`config.mk`:
```
export PLATFORM = sky130hd
export DESIGN_NAME = mw_add_top
export DESIGN_NICKNAME = d
export VERILOG_FILES = /design/src/rtl/mw_add_pkg.sv /design/src/rtl/cla_clk.sv /design/src/rtl/mw_add_top.sv /design/src/rtl/mw_add_seq.sv
export SDC_FILE = /design/constraint.sdc
export NUM_CORES = 1
export LEC_CHECK = 0
export BUFFER_PORTS_ARGS = -buffer_cell sky130_fd_sc_hd__buf_2
export CAP_MARGIN = 20
export CORE_MARGIN = 2
export CORE_UTILIZATION = 33
export DETAILED_ROUTE_END_ITERATION = 6
export PLACE_DENSITY_LB_ADDON = 0.15
export SETUP_SLACK_MARGIN = 0.02
export SYNTH_ARGS = -nofsm -noshare
export SYNTH_HDL_FRONTEND = slang
export SYNTH_HIERARCHICAL = 1
export SYNTH_SLANG_ARGS = --single-unit
export TNS_END_PERCENT = 20
```
`constraint.sdc`:
```
create_clock -name clock -period 35.4 [get_ports clock]
set_input_delay 1.77 -clock clock [delete_from_list [all_inputs] [get_ports clock]]
set_output_delay 1.77 -clock clock [all_outputs]
set_load 0.05 [all_outputs]
```
`src/rtl/mw_add_pkg.sv`:
```
// Shared constants and state encoding for the multi-word addition sequencer
// and the registered 32-bit adder stage it drives.
package mw_add_pkg;

  localparam int LIMB_W      = 32;
  localparam int CLA_LATENCY = 2;

  typedef enum logic [2:0] {
    S_IDLE    = 3'd0,
    S_ISSUE   = 3'd1,
    S_WAIT    = 3'd2,
    S_COLLECT = 3'd3,
    S_DONE    = 3'd4
  } state_e;

endpackage

```
`src/rtl/cla_clk.sv`:
```
// Registered 32-bit carry-lookahead adder: inputs and result each pass a register,
// so a limb driven in cycle t shows up on s/co in cycle t+2. No reset by design.
module cla_clk
  import mw_add_pkg::*;
(
  input  logic              clock,
  input  logic [LIMB_W-1:0] a,
  input  logic [LIMB_W-1:0] b,
  input  logic              ci,
  output logic [LIMB_W-1:0] s,
  output logic              co
);

  logic [LIMB_W-1:0] a_p0, b_p0;
  logic              ci_p0;
  logic [LIMB_W-1:0] s_p1;
  logic              co_p1;
  logic [LIMB_W-1:0] gen, prp;
  logic [LIMB_W:0]   carry;

  // stage p0: capture operands
  always_ff @(posedge clock) begin
    a_p0  <= a;
    b_p0  <= b;
    ci_p0 <= ci;
  end

  always_comb begin
    gen      = a_p0 & b_p0;
    prp      = a_p0 ^ b_p0;
    carry    = '0;
    carry[0] = ci_p0;
    for (int i = 0; i < LIMB_W; i++) begin
      carry[i+1] = gen[i] | (prp[i] & carry[i]);
    end
  end

  // stage p1: registered sum and carry-out
  always_ff @(posedge clock) begin
    s_p1  <= prp ^ carry[LIMB_W-1:0];
    co_p1 <= carry[LIMB_W];
  end

  assign s  = s_p1;
  assign co = co_p1;

endmodule

```
`src/rtl/mw_add_top.sv`:
```
// Thin wrapper pairing the sequencer with its registered 32-bit adder stage.
module mw_add_top
  import mw_add_pkg::*;
#(
  parameter int WORDS = 4
) (
  input  logic                    clock,
  input  logic                    reset,
  input  logic                    start,
  input  logic [LIMB_W*WORDS-1:0] op_a,
  input  logic [LIMB_W*WORDS-1:0] op_b,
  input  logic                    ci,
  output logic                    busy,
  output logic                    done,
  output logic [LIMB_W*WORDS-1:0] sum,
  output logic                    co
);

  logic [LIMB_W-1:0] cla_a, cla_b, cla_s;
  logic              cla_ci, cla_co;

  mw_add_seq #(.WORDS(WORDS)) u_seq (
    .clock  (clock),
    .reset  (reset),
    .start  (start),
    .op_a   (op_a),
    .op_b   (op_b),
    .ci     (ci),
    .busy   (busy),
    .done   (done),
    .sum    (sum),
    .co     (co),
    .cla_a  (cla_a),
    .cla_b  (cla_b),
    .cla_ci (cla_ci),
    .cla_s  (cla_s),
    .cla_co (cla_co)
  );

  cla_clk u_cla (
    .clock (clock),
    .a     (cla_a),
    .b     (cla_b),
    .ci    (cla_ci),
    .s     (cla_s),
    .co    (cla_co)
  );

endmodule

```
`src/rtl/mw_add_seq.sv`:
```
// Multi-word addition sequencer: feeds 32-bit limbs through the registered adder
// stage one at a time, chaining the carry, to build a 32*WORDS-bit adder.
module mw_add_seq
  import mw_add_pkg::*;
#(
  parameter int WORDS = 4
) (
  input  logic                     clock,
  input  logic                     reset,
  input  logic                     start,
  input  logic [LIMB_W*WORDS-1:0]  op_a,
  input  logic [LIMB_W*WORDS-1:0]  op_b,
  input  logic                     ci,
  output logic                     busy,
  output logic                     done,
  output logic [LIMB_W*WORDS-1:0]  sum,
  output logic                     co,
  output logic [LIMB_W-1:0]        cla_a,
  output logic [LIMB_W-1:0]        cla_b,
  output logic                     cla_ci,
  input  logic [LIMB_W-1:0]        cla_s,
  input  logic                     cla_co
);

  localparam int W         = LIMB_W * WORDS;
  localparam int IDX_W     = (WORDS > 1) ? $clog2(WORDS) : 1;
  localparam int WAIT_CYC  = (CLA_LATENCY > 1) ? CLA_LATENCY - 1 : 1;
  localparam logic [IDX_W-1:0] LAST_IDX  = IDX_W'(WORDS - 1);
  localparam logic [3:0]       LAST_WAIT = 4'(WAIT_CYC - 1);

  state_e           state_q, state_d;
  logic [W-1:0]     opa_q, opa_d;
  logic [W-1:0]     opb_q, opb_d;
  logic [W-1:0]     sum_q, sum_d;
  logic             carry_q, carry_d;
  logic             co_q, co_d;
  logic [IDX_W-1:0] idx_q, idx_d;
  logic [3:0]       wcnt_q, wcnt_d;

  always_comb begin
    state_d = state_q;
    opa_d   = opa_q;
    opb_d   = opb_q;
    sum_d   = sum_q;
    carry_d = carry_q;
    co_d    = co_q;
    idx_d   = idx_q;
    wcnt_d  = wcnt_q;
    case (state_q)
      S_IDLE: begin
        if (start) begin
          opa_d   = op_a;
          opb_d   = op_b;
          carry_d = ci;
          idx_d   = '0;
          state_d = S_ISSUE;
        end
      end
      S_ISSUE: begin
        wcnt_d  = '0;
        state_d = S_WAIT;
      end
      // WAIT spans the adder latency so COLLECT lands exactly on the limb result
      S_WAIT: begin
        if (wcnt_q == LAST_WAIT) begin
          state_d = S_COLLECT;
        end else begin
          wcnt_d = wcnt_q + 4'd1;
        end
      end
      S_COLLECT: begin
        sum_d[idx_q*LIMB_W +: LIMB_W] = cla_s;
        carry_d = cla_co;
        if (idx_q == LAST_IDX) begin
          co_d    = cla_co;
          state_d = S_DONE;
        end else begin
          idx_d   = idx_q + 1'b1;
          state_d = S_ISSUE;
        end
      end
      S_DONE:  state_d = S_IDLE;
      default: state_d = S_IDLE;
    endcase
  end

  always_ff @(posedge clock or posedge reset) begin
    if (reset) begin
      state_q <= S_IDLE;
      opa_q   <= '0;
      opb_q   <= '0;
      sum_q   <= '0;
      carry_q <= 1'b0;
      co_q    <= 1'b0;
      idx_q   <= '0;
      wcnt_q  <= '0;
    end else begin
      state_q <= state_d;
      opa_q   <= opa_d;
      opb_q   <= opb_d;
      sum_q   <= sum_d;
      carry_q <= carry_d;
      co_q    <= co_d;
      idx_q   <= idx_d;
      wcnt_q  <= wcnt_d;
    end
  end

  always_comb begin
    cla_a  = '0;
    cla_b  = '0;
    cla_ci = 1'b0;
    if (state_q == S_ISSUE) begin
      cla_a  = opa_q[idx_q*LIMB_W +: LIMB_W];
      cla_b  = opb_q[idx_q*LIMB_W +: LIMB_W];
      cla_ci = carry_q;
    end
  end

  assign busy = (state_q != S_IDLE);
  assign done = (state_q == S_DONE);
  assign sum  = sum_q;
  assign co   = co_q;

endmodule

```
==> metrics.md, run 1 <==
| Metric | Value |
|---|---|
| Max transition margin | roughly a third |
| Ys Warns | 6 |
| Sum Neg Setup Slack | 0 ns |
| Wire per inst | about 21 um |
| Post-CTS Resized | 0 |
| Synth Net Count | 1620 |
| Clk root buf | clkbuf_16 |
| Post-route DRC | 0 |
| Seq/Total Area, Yosys | 60.49% |
| #FFs+latches synth | 493 |
| Syn Area/Cell | between 10 and 15 um^2 |
| Area grow syn2layout | 22.56% |
| Clock Sinks | approximately 490 |
| Critical path arrival | 13.60 ns |
| NumNets Final | 1999 |
| Row count | 89 |
| CP delay by family, top | adder cells |
| Psw | ~760 uW |
| Most common cell in the netlist | dfrtp_1 |
| Crit path launch | u_cla/a_p0[0]$_DFF_P_ |
| Outcome | completed |
| Global-route wire length before repair | a little over 80000 um |
| Dpl hpwl | roughly 38000 um |
| Largest net degree at the start of global routing | 167 |
| Initial antenna violation count | 21 |
| Routability cong. | 0.7483 |
| CP Class | reg -> reg |
| Total of max-cap violations | 0 |
| Crit-path max FO | 1 |
| Max Root-Sink Buffers | 3 |
| Count of input and output buffers | 390 |
| CP Depth | 36 |
| Total chip power | ~2.2 mW |
| CP max stage delay | 0.43 ns |
| Peak supply drop | around 0.042 mV |
| Total CTS buffers | between 50 and 60 |
| Clk_skew | between 0.015 and 0.02 ns |
| R2R depth | 36 |
| Mapped Cells | around 1300 |
| Initial Util | 33.31% |
| DRT antenna net count | 0 |
| Cell Int Power | 1.481 mW |
| Most common library cells after synthesis | dfrtp_1 (395), mux2_2 (258), nand2_1 (132) |
| Pwr dens | just over 90 mW/mm^2 |
| Max Clock Freq | between 70 and 80 MHz |
| Total global-route track usage | about 18% |
| CTS Hold Bufs | 0 |
| CP startpoint kind | flop |
| Share of cells above drive strength 1 | between 40% and 50% |
| Clk_lat worst skew | slightly below 0.6 ns |
| Tcrit/Tclk final | between 30 and 40% |
| Worst setup EP type | flop |
| Setup Buffers After CTS | 0 |
| Bufs and invs on worst path | 4 |
| Ports | 391 |
| Reg2Reg Launch Point | u_cla/a_p0[0]$_DFF_P_ |
| Vias in the first global route | roughly 13000 |
| Largest cells by area after synthesis | dfrtp_1 (50%), mux2_2 (15%), dfxtp_1 (10%) |
| Setup crit end | u_cla/s[31]$_DFF_P_ |
| Core area | ~0.059 mm^2 |
| Worst path slowest cell | fa_1 |
| Netlist cell types | 40 |
| Die Ht | about 250 um |
| Clock transition at path regs | approximately 0.060 ns |
| Post-synth EDFFs | 0 |
| R2R Path End | u_cla/s[31]$_DFF_P_ |
| Comb power frac | around 33% |
| Crit path top cell by count | fa_1 |
| Detailed Route Iter0 Violations | ~570 |
| Final Slew Violations | 0 |
| Post-synthesis cell area | 0.01959 mm^2 |
| CTS tree | done |
| RSZ-0062 raised after global routing | no |
| Die width | about 250 um |
| FFs w/ async S/R, synth | between 80% and 90% |
| Final Setup Violations | 0 |
| CTS H-tree lvls | 2 |
| Leakage | 10.93 nW |
| Hold WC Path Type | reg -> reg |
| Seq pwr share | about two fifths |
| R2R Setup Slk | around 22 ns |
| Clock power frac | 24.8% |
| Yosys top cell area share | just over 50% |
| Net Sw Frac | between 30% and 40% |
| DR vias | between 10000 and 15000 |
| Min-delay src | u_seq/wcnt_q[3]$_DFFE_PP0P_ |
| Tightest Pin Transition | 0.9921 ns |
| Synth Flop Type | dfrtp_1 |
| Vias/cell | about 4.7 |
| Minimum clock period after layout | ~13 ns |
| First-pass DRT Iterations | 4 |
| Congestion Overflow GR | 0 |
| Critical path required time | around 36 ns |
| Routed wire length | roughly 53000 um |
| Final Hold Vio Count | 0 |
| Leading area contributor after synthesis | dfrtp_1 |
| Die area | between 0.06 and 0.07 mm^2 |
## worst register-to-register path, delay by kind of cell (launching register included)
family                     cells  cell delay, ns
adders and majority gates     32           12.50
DFF                            1            0.29
buffers and inverters          4            0.25
## registers in the layout, summed over array words and instances, names as in the netlist
signal and cells:
u_cla/co 1, u_seq/wcnt_q 4, u_cla/s 32, u_seq/idx_q 2
u_seq/opa_q 128, u_seq/carry_q 1, u_seq/co 1, u_cla/a_p0 32
u_seq/opb_q 128, u_seq/sum 128, u_seq/state_q 3, u_cla/ci_p0 1
u_cla/b_p0 32
## worst min-delay path by stage
stage	cells past startpoint	end	slack, ns
after floorplan	1	u_seq/wcnt_q[3]$_DFFE_PP0P_	0.44
after global placement	2	u_seq/sum[14]$_DFFE_PP0P_	0.46
after detailed placement	1	u_seq/wcnt_q[3]$_DFFE_PP0P_	0.46
after CTS	1	u_seq/wcnt_q[3]$_DFFE_PP0P_	0.47
after global routing	2	u_seq/sum[67]$_DFFE_PP0P_	0.50
final	1	u_seq/wcnt_q[3]$_DFFE_PP0P_	0.47
## placed cells by master, fill, tap and decap left out, types with 16 or more instances in the layout
cell type	synthesis	layout
buf_2	17	390
nand2_1	132	132
nor2b_1	64	64
buf_4	32	16
clkbuf_1	32	22
inv_1	17	16
clkbuf_16	0	57
mux4_2	64	64
dfxtp_1	98	98
fa_1	32	32
o21ai_0	59	59
dfrtp_1	395	393
a22o_1	65	65
mux2_2	258	258
## cell type report
type,instances,area (um^2)
flip-flops and latches,493,11850
inverters,17,71.32
clock buffers,94,1715
fillers,5620,34790
well taps,773,967.2
multi-input cells,725,7231
clock inverters,6,56.30
repair buffers,407,2092
diodes,7,17.52
## routing by layer
metal  wire (um)  up-vias  part of all wire [%]  GRT usage, %
met3        4076       91                   7.6         5.612
met1       23160     5977                    43         23.49
met4         845       32                   1.6         3.822
li1            -     5430                     -             -
met5         211        -                  0.39             0
met2       25130      312                    47         28.00
## per-stage QoR
step	cell area (um^2)	hold slack (ns)	utilization (%)	instances	setup slack, ns
final	24000	0.4733	40.83	2522	22.34
after global placement	22220	0.4570	37.78	2415	22.35
after floorplan	19590	0.4378	-	1320	22.65
after detailed placement	22220	0.4639	37.78	2415	22.32
after global routing	23990	0.5031	40.80	2517	21.91
after CTS	23990	0.4718	40.80	2515	22.32
## logic make-up after synthesis
kind of cell    Yosys count  synth area share (%)
compound gates          134                 4.715
flops                   493                 60.49
buf+inv                 102                 2.728
simple gates            223                 5.794
xor+xnor                  1               0.04473
mux                     327                 22.45
fa+ha+maj                40                 3.782
## power by group through the flow
stage / registers [mW] / clock network [mW] / logic (mW)
final: 0.943 / 0.556 / 0.746
after global routing: 0.977 / 0.602 / 0.812
after CTS: 0.948 / 0.577 / 0.772
after detailed placement: 0.958 / 0 / 0.770
after global placement: 0.951 / 0 / 0.760
after floorplan: 0.992 / 0 / 0.490
No activity file was read; power rests on OpenSTA's default activity.
==> run 2, diff against run 1 <==
clock period = 11.3 ns   (was 35.4 ns; I/O delays follow)
==> run 2 against run 1 <==
Compared with the run above: the flow now finishes with violations (setup timing); worst hold slack got worse by 0.43 ns; die area is the same; clock skew increased by 0.0017 ns; clock-buffer cell count is 3 higher; combinational power increased to 3.2 times the previous value; maximum frequency grew 13%; first-iteration DRC count is 9.5% lower; largest cell class unchanged; largest power group unchanged; highest routed layer unchanged.
==> metrics.md, run 2 (same netlist as run 1, synthesis figures left out) <==
| Metric | Value |
|---|---|
| Max Root-Sink Buffers | 3 (unchanged) |
| Global-route wire length before repair | 80420 um (was 80410 um) |
| Max Clock Freq | 86.33 MHz (was 76.56 MHz) |
| Initial Util | 33.31% (unchanged) |
| Pwr dens | 292.3 mW/mm^2 (was 93.55 mW/mm^2) |
| Clk_lat worst skew | 0.60 ns (was 0.59 ns) |
| Top Layer Used | met5 (unchanged) |
| Leakage | 10.87 nW (was 10.93 nW) |
| Total CTS buffers | 56 (was 55) |
| Dpl cells | 2419 (was 2415) |
| Share of cells above drive strength 1 | 48.60% (was 46.90%) |
| Dpl hpwl | 38640 um (was 37800 um) |
| Die width | 247.6 um (unchanged) |
| CP delay by family, top | adder cells (unchanged) |
| Tightest Pin Transition | 1.062 ns (was 0.9921 ns) |
| Fin cells | 2529 (was 2522) |
| Clk root buf | clkbuf_16 (unchanged) |
| First-pass DRT Iterations | 5 (was 4) |
| CP max stage delay | 0.39 ns (was 0.43 ns) |
| Worst setup EP type | flop (unchanged) |
| WL met3 | 3720 um (was 4076 um) |
| Die area | 0.06131 mm^2 (unchanged) |
| Util after Layout | 40.95% (was 40.83%) |
| Ports | 391 (unchanged) |
| CP startpoint kind | flop (unchanged) |
| Max transition margin | 29.17% (was 33.86%) |
| CTS Hold Bufs | 0 (unchanged) |
| Commonest non-fill, non-tap cells in the layout | dfrtp_1 (393), buf_2 (390), mux2_2 (258) (unchanged) |
| DR vias | 12000 (was 11840) |
| Critical path required time | 11.84 ns (was 35.94 ns) |
| Tcrit/Tclk final | 102.5% (was 36.90%) |
| Total global-route track usage | 17.57% (was 17.58%) |
| Final WS setup | -0.2828 ns (was 22.34 ns) |
| Hold WC Path Type | in -> async (was reg -> reg) |
| Met2 wire len | 25340 um (was 25130 um) |
| Detailed Route Iter0 Violations | 512 (was 566) |
| Final Hold Vio Count | 0 (unchanged) |
| Die Ht | 247.6 um (unchanged) |
| Vias in the first global route | 12580 (was 12560) |
| CTS H-tree lvls | 2 (unchanged) |
| Wire per inst | 21.23 um (was 21.18 um) |
| Metal-1 WL | 23290 um (was 23160 um) |
| Most common cell after layout, fill and taps aside | dfrtp_1 (unchanged) |
| Core area | 0.05880 mm^2 (unchanged) |
| Failing checks | setup timing |
| Sum Neg Setup Slack | -0.3497 ns (was 0 ns) |
| Bufs and invs on worst path | 4 (unchanged) |
| Area grow syn2layout | 22.95% (was 22.56%) |
| Largest net degree at the start of global routing | 83 (was 167) |
| RSZ-0062 raised after global routing | yes (was no) |
| Crit path top cell by count | fa_2 (was fa_1) |
| Peak supply drop | 0.1551 mV (was 0.04230 mV) |
| Setup Buffers After CTS | 0 (unchanged) |
| Crit-path max FO | 1 (unchanged) |
| Final Setup Violations | 2 (was 0) |
| Clk_skew | 0.01920 ns (was 0.01745 ns) |
| NumNets Final | 2005 (was 1999) |
| Minimum clock period after layout | 11.58 ns (was 13.06 ns) |
| Row count | 89 (unchanged) |
| Final Slew Violations | 0 (unchanged) |
| Total chip power | 7.038 mW (was 2.246 mW) |
| Initial antenna violation count | 20 (was 21) |
| Footprint of the multi-input gates | 0.007306 mm^2 (was 0.007231 mm^2) |
| WHS | 0.04137 ns (was 0.4733 ns) |
| Routed wire length | 53690 um (was 53420 um) |
| Post-route DRC | 0 (unchanged) |
| CP Class | reg -> reg (unchanged) |
| Congestion Overflow GR | 0 (unchanged) |
| CTS tree | done (unchanged) |
| Total of max-cap violations | 0 (unchanged) |
| Fill cells | 5611 (was 5620) |
| Routability cong. | 0.7623 (was 0.7483) |
| Clock Sinks | 493 (unchanged) |
| Vias/cell | 4.743 (was 4.695) |
| Count of input and output buffers | 390 (unchanged) |
| Clock transition at path regs | 0.06 ns (about the same) |
| Critical path arrival | 12.12 ns (was 13.60 ns) |
| DRT antenna net count | 0 (unchanged) |
| Outcome | finished, violations left (was completed) |
| Worst path slowest cell | fa_1 (unchanged) |
| FF+latch area | 0.01185 mm^2 (unchanged) |
-- run 2: routing by layer --
metal,track usage [%],vias up
met4,4.843,30
met5,0,-
li1,-,5451
met2,27.65,324
met1,23.63,6086
met3,5.201,104
-- run 2: final timing paths --
check | start | slack, ns | endpoint | depth (start not counted)
max in group asynchronous | reset | 8.48 | u_seq/sum[104]$_DFFE_PP0P_ | 5
setup / recovery | u_cla/a_p0[0]$_DFF_P_ | -0.28 | u_cla/s[31]$_DFF_P_ | 36
setup reg to reg | u_cla/a_p0[0]$_DFF_P_ | -0.28 | u_cla/s[31]$_DFF_P_ | 36
min in group clock | op_a[60] | 0.20 | u_seq/opa_q[60]$_DFFE_PP0P_ | 2
hold reg to reg | u_seq/sum[95]$_DFFE_PP0P_ | 0.47 | u_seq/sum[95]$_DFFE_PP0P_ | 2
hold / removal | reset | 0.04 | u_seq/sum[54]$_DFFE_PP0P_ | 2
-- run 2: per-stage QoR --
step                      area [um^2]  setup slack (ns)
final                           24080           -0.2828
after CTS                       24040           -0.3952
after floorplan                 19650           -0.1567
after global placement          22290           -0.5465
after global routing            24070           -0.5748
after detailed placement        22290           -0.5724
-- run 2: final cells by class --
class	instances	area share, %
Antenna cell	5	0.05196
Clock buffer	97	7.051
Clock inverter	7	0.1559
Inverter	17	0.2806
Multi-Input combinational cell	725	30.34
Sequential cell	493	49.23
Tap cell	773	4.017
Timing Repair Buffer	412	8.875
-- run 2: repair_timing --
action	CTS	global route
cloned	0	0
pin swaps	0	0
setup endpoints to repair	3	3
gates resized for setup	4	2
-- run 2: report_power, final --
group / switching, mW / internal [mW]
Combinational: 1.22 / 1.14
Clock: 0.715 / 1.01
Sequential: 0.491 / 2.46
Total: 2.43 / 4.61
